[src/rtl/pipeline_ctrl.sv]
// -----------------------------------------------------------------------------
// pipeline_ctrl
// Stall/flush sequencer for the 5-stage MiniMIPS32 pipeline.
//  - Merges ID/EX/MEM stall requests into one 6-bit stall vector. The highest
//    requesting stage wins, and every stage upstream of it is stopped too.
//  - Runs a two-cycle redirect for exceptions and ERET. The first cycle freezes
//    the whole pipe. The second cycle flushes every stage and presents the new PC.
//  - Raises an internal bus-timeout exception when MEM waits for too long.
//  - Counts the cycles in which any stage is stalled.
//
// Ports
//  clk           in   clock
//  rst           in   asynchronous reset, active-low
//  stallreq_id   in   ID stall request (load-use)
//  stallreq_ex   in   EX stall request (mul/div busy)
//  stallreq_mem  in   MEM stall request (bus wait)
//  exc_code_i    in   exception code of the instruction in MEM
//  epc_i         in   CP0 EPC, the ERET target
//  stall         out  [0]PC [1]IF [2]ID [3]EX [4]MEM [5]WB, 1 = stop (combinational)
//  flush         out  clears all stage registers to bubbles (combinational)
//  new_pc        out  redirect target, valid while flush = 1
//  exc_code_o    out  code being serviced, valid while flush = 1
//  stall_cnt     out  saturating count of cycles with stall != 0 (registered)
// -----------------------------------------------------------------------------
module pipeline_ctrl #(
    parameter int unsigned                EXC_CODE_WIDTH = 5,
    parameter logic [EXC_CODE_WIDTH-1:0]  EC_NONE        = EXC_CODE_WIDTH'(0),
    parameter logic [EXC_CODE_WIDTH-1:0]  EC_ERET        = EXC_CODE_WIDTH'(5'h1F),
    parameter logic [EXC_CODE_WIDTH-1:0]  EC_BUS_TIMEOUT = EXC_CODE_WIDTH'(5'h07),
    parameter logic [31:0]                EXC_VECTOR     = 32'hBFC00380,
    parameter int unsigned                TIMEOUT        = 255
) (
    input  logic                      clk,
    input  logic                      rst,
    input  logic                      stallreq_id,
    input  logic                      stallreq_ex,
    input  logic                      stallreq_mem,
    input  logic [EXC_CODE_WIDTH-1:0] exc_code_i,
    input  logic [31:0]               epc_i,
    output logic [5:0]                stall,
    output logic                      flush,
    output logic [31:0]               new_pc,
    output logic [EXC_CODE_WIDTH-1:0] exc_code_o,
    output logic [31:0]               stall_cnt
);

    // The timer is at least 8 bits wide, and wider when TIMEOUT needs more bits.
    localparam int unsigned TMR_BITS = $clog2(TIMEOUT + 1);
    localparam int unsigned TMR_W    = (TMR_BITS > 8) ? TMR_BITS : 8;
    localparam logic [TMR_W-1:0] TMR_MAX = TMR_W'(TIMEOUT);

    localparam logic [5:0] STALL_NONE = 6'b000000;
    localparam logic [5:0] STALL_ID   = 6'b000111;
    localparam logic [5:0] STALL_EX   = 6'b001111;
    localparam logic [5:0] STALL_MEM  = 6'b011111;
    localparam logic [5:0] STALL_ALL  = 6'b111111;

    typedef enum logic [1:0] {
        ST_RUN    = 2'd0,
        ST_FREEZE = 2'd1,
        ST_FLUSH  = 2'd2
    } state_e;

    state_e                      state_q, state_d;
    logic [EXC_CODE_WIDTH-1:0]   code_q, code_d;
    logic [31:0]                 target_q, target_d;
    logic [TMR_W-1:0]            timer_q, timer_d;
    logic [31:0]                 stall_cnt_q, stall_cnt_d;

    logic                        exc_seen;
    logic                        timeout_hit;
    logic [EXC_CODE_WIDTH-1:0]   accept_code;

    // State and latched-redirect registers
    always_ff @(posedge clk or negedge rst) begin
        if (!rst) begin
            state_q     <= ST_RUN;
            code_q      <= EC_NONE;
            target_q    <= '0;
            timer_q     <= '0;
            stall_cnt_q <= '0;
        end else begin
            state_q     <= state_d;
            code_q      <= code_d;
            target_q    <= target_d;
            timer_q     <= timer_d;
            stall_cnt_q <= stall_cnt_d;
        end
    end

    assign exc_seen    = (exc_code_i != EC_NONE);
    assign timeout_hit = (timer_q == TMR_MAX);
    // A real exception takes priority over a timeout raised in the same cycle.
    assign accept_code = exc_seen ? exc_code_i : EC_BUS_TIMEOUT;

    // Next-state and output logic
    always_comb begin
        state_d    = state_q;
        code_d     = code_q;
        target_d   = target_q;
        timer_d    = '0;
        stall      = STALL_NONE;
        flush      = 1'b0;
        new_pc     = '0;
        exc_code_o = EC_NONE;

        // While reset is held, all outputs stay at zero, whatever the inputs.
        if (rst) begin
            unique case (state_q)
                ST_RUN: begin
                    if (exc_seen || timeout_hit) begin
                        stall    = STALL_ALL;
                        code_d   = accept_code;
                        target_d = (accept_code == EC_ERET) ? epc_i : EXC_VECTOR;
                        state_d  = ST_FREEZE;
                    end else begin
                        if (stallreq_mem) begin
                            stall = STALL_MEM;
                        end else if (stallreq_ex) begin
                            stall = STALL_EX;
                        end else if (stallreq_id) begin
                            stall = STALL_ID;
                        end
                        // This count measures consecutive MEM wait cycles.
                        // It restarts whenever MEM stops requesting a stall.
                        if (stallreq_mem) begin
                            timer_d = timer_q + TMR_W'(1);
                        end
                    end
                end
                // Stall requests in these two states come from squashed
                // instructions, so they are ignored.
                ST_FREEZE: begin
                    stall   = STALL_ALL;
                    state_d = ST_FLUSH;
                end
                ST_FLUSH: begin
                    flush      = 1'b1;
                    new_pc     = target_q;
                    exc_code_o = code_q;
                    state_d    = ST_RUN;
                end
                default: begin
                    state_d = ST_RUN;
                end
            endcase
        end
    end

    // Saturating stall-cycle counter
    always_comb begin
        stall_cnt_d = stall_cnt_q;
        if ((stall != STALL_NONE) && (stall_cnt_q != 32'hFFFF_FFFF)) begin
            stall_cnt_d = stall_cnt_q + 32'd1;
        end
    end

    assign stall_cnt = stall_cnt_q;

endmodule

[config.mk]
export PLATFORM = sky130hd
export DESIGN_NAME = pipeline_ctrl
export DESIGN_NICKNAME = d
export VERILOG_FILES = /design/src/rtl/pipeline_ctrl.sv
export SDC_FILE = /design/constraint.sdc
export NUM_CORES = 1
export LEC_CHECK = 0
export CORE_MARGIN = 5
export CORE_UTILIZATION = 45
export CTS_CLUSTER_SIZE = 14
export DETAILED_ROUTE_END_ITERATION = 10
export MAX_ROUTING_LAYER = met4
export PLACE_DENSITY = 0.78
export SLEW_MARGIN = 20
export SYNTH_ARGS = -nofsm -noshare
export SYNTH_HDL_FRONTEND = slang
export SYNTH_SLANG_ARGS = --single-unit
[constraint.sdc]
create_clock -name clk -period 2.3 [get_ports clk]
set_input_delay 0.345 -clock clk [delete_from_list [all_inputs] [get_ports clk]]
set_output_delay 0.345 -clock clk [all_outputs]
set_load 0.01 [all_outputs]
==> impl_metrics.yaml <==
grt:
  grt_pass1_vias: 3086
  grt_max_degree: 57
  grt_overflow: 0
  grt_util_all_layers_pct: 19.6
  antenna_found_initial: 0
  grt_pass1_wl_mm: 15.2
timing:
  slew_headroom_pct: 53.5
  worstMarginPinSlew_ns: 0.697
  finalHoldViolations: 0
  fin_crit_ns: 2.22
  maxSlewViolCount: 0
  clock_skew_ns: 0.0158
  fin_crit_sh_pct: 96.3
  fin_ws_ns: 0.0843
  fmax_mhz: 451
  setup_viol: 0
yosys:
  synth_edf_count: 0
  async_flop_share_pct: 100
  netlist_area_um2: 3630
  yosysUniqueCellTypes: 41
  synth.avg_cell_area_um2: 11.0
  synth_cells: 330
  synth-seq-cells: 79
  ys_warn_count: 0
  synth_ff_type: "dfrtp_1"
  syn_nets: 374
  ys_seq_area_share_pct: 54.4
critical_path:
  reg2reg_from: "stall_cnt[19]"
  path_cells: "inv_1, and3_4, buf_12, and2_1, clkdlybuf4s50_1"
  path_delay_family: "buffers and inverters"
  critPathBufInv: 3
  critPathRequiredTime_ns: 1.96
  r2r_end: "stall_cnt[22]"
  crit_fanout: 19
  cp_data_arrival_time_ns: 1.87
  cpMaxStageDelayCell: "clkdlybuf4s50_1"
  worstRegToRegCells: 6
  slowest_delay_ns: 0.53
  cp-end-kind: "output port"
  worst_setup_path_start_kind: "flip-flop"
  reg2reg_slack_ns: 0.19
  path_class: "flip-flop to output port"
routing:
  dr.pass1.iters: 4
  drc: 0
  drt_iter0_markers: 112
  dr_total_vias: 2988
  wl_mm: 9.47
  wire_per_inst_um: 16.4
  routed_via_density: 5.17
  final_antenna_net_count: 0
placed_design:
  gp_congestion: 0.860
  dp_hpwl_mm: 6.57
  pre_cts_slack_ns: -0.251
  placed_cells: 554
  io_buffers: 117
layout:
  final_common_cell: "dfrtp_1"
  areaGrowthSynthToFinish_pct: 47.0
  antenna-diode-count: 0
  postLayoutCoreUtil_pct: 68.4
  fillers: 620
  regArea_um2: 1980
  fin_cells: 578
  final_cell_mix: "78 x dfrtp_1, 76 x clkdlybuf4s50_1, 38 x and2_1"
  drive_gt1_share_pct: 13.7
  nNetsFinal: 515
  multiInputGateArea_um2: 1590
clock_tree:
  clk_path_buf_depth: 2
  cts_tree: "yes"
  path_clk_slew_ns: 0.08
  cts.sinks: 79
  numCtsBuffers: 9
  ctsHtreeMaxLevel: 3
  clock_latency_ns: 0.35
  root_buffer: "clkbuf_8"
power_and_ir_drop:
  p_per_area_nw_per_um2: 713
  leakagePower_uw: 0.00256
  p_switching_uw: 1080
  pwr-share-clk_pct: 32.8
  peakVddDrop_mv: 0.465
  combPwrFrac_pct: 23.8
  pwr-share-seq_pct: 43.3
  p_sw_share_pct: 28.3
  p_int_uw: 2730
die:
  io_pins: 118
  start_util_pct: 46.5
  dieArea_um2: 9970
  fp.coreArea_um2: 7810
  die_w_um: 99.8
  fp.dieH_um: 99.8
  row_count: 32
min_path:
  holdCritPathClass: "primary input to asynchronous set/reset pin"
outcome:
  status: "completed"
job:
  maxCapViolCount: 0
-- kinds of logic after synthesis --
| kind of cell | Yosys count | synth area share (%) |
|---|---|---|
| and+or+nand+nor | 149 | 23.3 |
| DFF | 79 | 54.4 |
| AOI/OAI and AO/OA | 42 | 10.1 |
| xor gates and xnor gates | 37 | 8.92 |
| buffers and inverters | 21 | 2.58 |
| adders and majority gates | 2 | 0.689 |
-- worst max-delay path by stage --
stage / start / to / slack (ns) / depth (start not counted)
CTS: state_q[0] / new_pc[7] / 0.0006 / 5
global route: state_q[0] / new_pc[29] / -0.008 / 5
finish: state_q[0] / new_pc[9] / 0.08 / 5
global placement: exc_code_i[0] / stall[3] / -0.25 / 7
detailed placement: exc_code_i[0] / stall[3] / -0.25 / 7
floorplan: stall_cnt[14] / stall_cnt[22] / 0.32 / 7
-- Yosys cell counts, types with 6 or more instances --
cell type  number  share of area [%]
nand3_1        16                2.2
nor3_1          6               0.83
inv_1           6               0.62
nor2_1         21                2.2
xor2_1         15                3.6
dfrtp_1        79                 54
xnor2_1        22                5.3
nand2_1        24                2.5
clkbuf_1       11                1.1
and3_1         12                2.1
and2_1         38                6.5
o22a_1         14                3.4
nand4_1         9                1.6
a22o_1         20                4.8
-- final cells by class --
type	count	area share, %
clock buffers	9	2.32
well taps	102	2.39
inverters	7	0.492
repair buffers	144	25.6
multi-input cells	230	29.8
clock inverters	7	2.25
flip-flops and latches	79	37.1
-- power by group through the flow --
| stage | Clock (µW) | Combinational, µW | Sequential (µW) |
|---|---|---|---|
| after floorplan | 0 | 388 | 1680 |
| after global placement | 0 | 883 | 1670 |
| after detailed placement | 0 | 903 | 1680 |
| after CTS | 1280 | 886 | 1650 |
| after global routing | 1340 | 988 | 1670 |
| final | 1250 | 907 | 1650 |
-- worst reg2reg max path, stage by stage, from the launching register on --
cell and delay [ns]:
dfrtp_1 0.45, nand4_1 0.14, or4_1 0.58, or3_4 0.46
nand3_2 0.13, nor4_1 0.08, xor2_1 0.14
-- what timing repair did --
item | CTS | global route
setup buffers | 4 | 2
hold endpoints to repair | 4 | 0
hold buffers | 1 | 0
cloned | 0 | 1
gates resized for setup | 50 | 7
pin swaps | 3 | 1
setup endpoints to repair | 36 | 13
-- per-layer routing --
| layer | routed length [µm] | global-route usage, % |
|---|---|---|
| met1 | 4230 | 24.9 |
| met2 | 4400 | 30.8 |
| met3 | 733 | 5.35 |
| met4 | 102 | 5.67 |
| met5 | 0 | - |
-- metrics by stage --
step	total power, µW	hold slack (ns)	TNS, ns	cell area [µm²]
after floorplan	2070	0.0494	0	3630
after global placement	2550	0.170	-1.35	5020
after detailed placement	2580	0.173	-1.50	5020
after CTS	3820	0.0271	0	5280
after global routing	4000	0.0280	-0.0112	5340
final	3810	0.0280	0	5340
-- registers in the layout, indices dropped and copies added, names as in the netlist --
name,cells
target_q,32
stall_cnt,32
code_q,5
state_q,2
timer_q,8
Note: power is estimated with default switching activity, not from simulation.
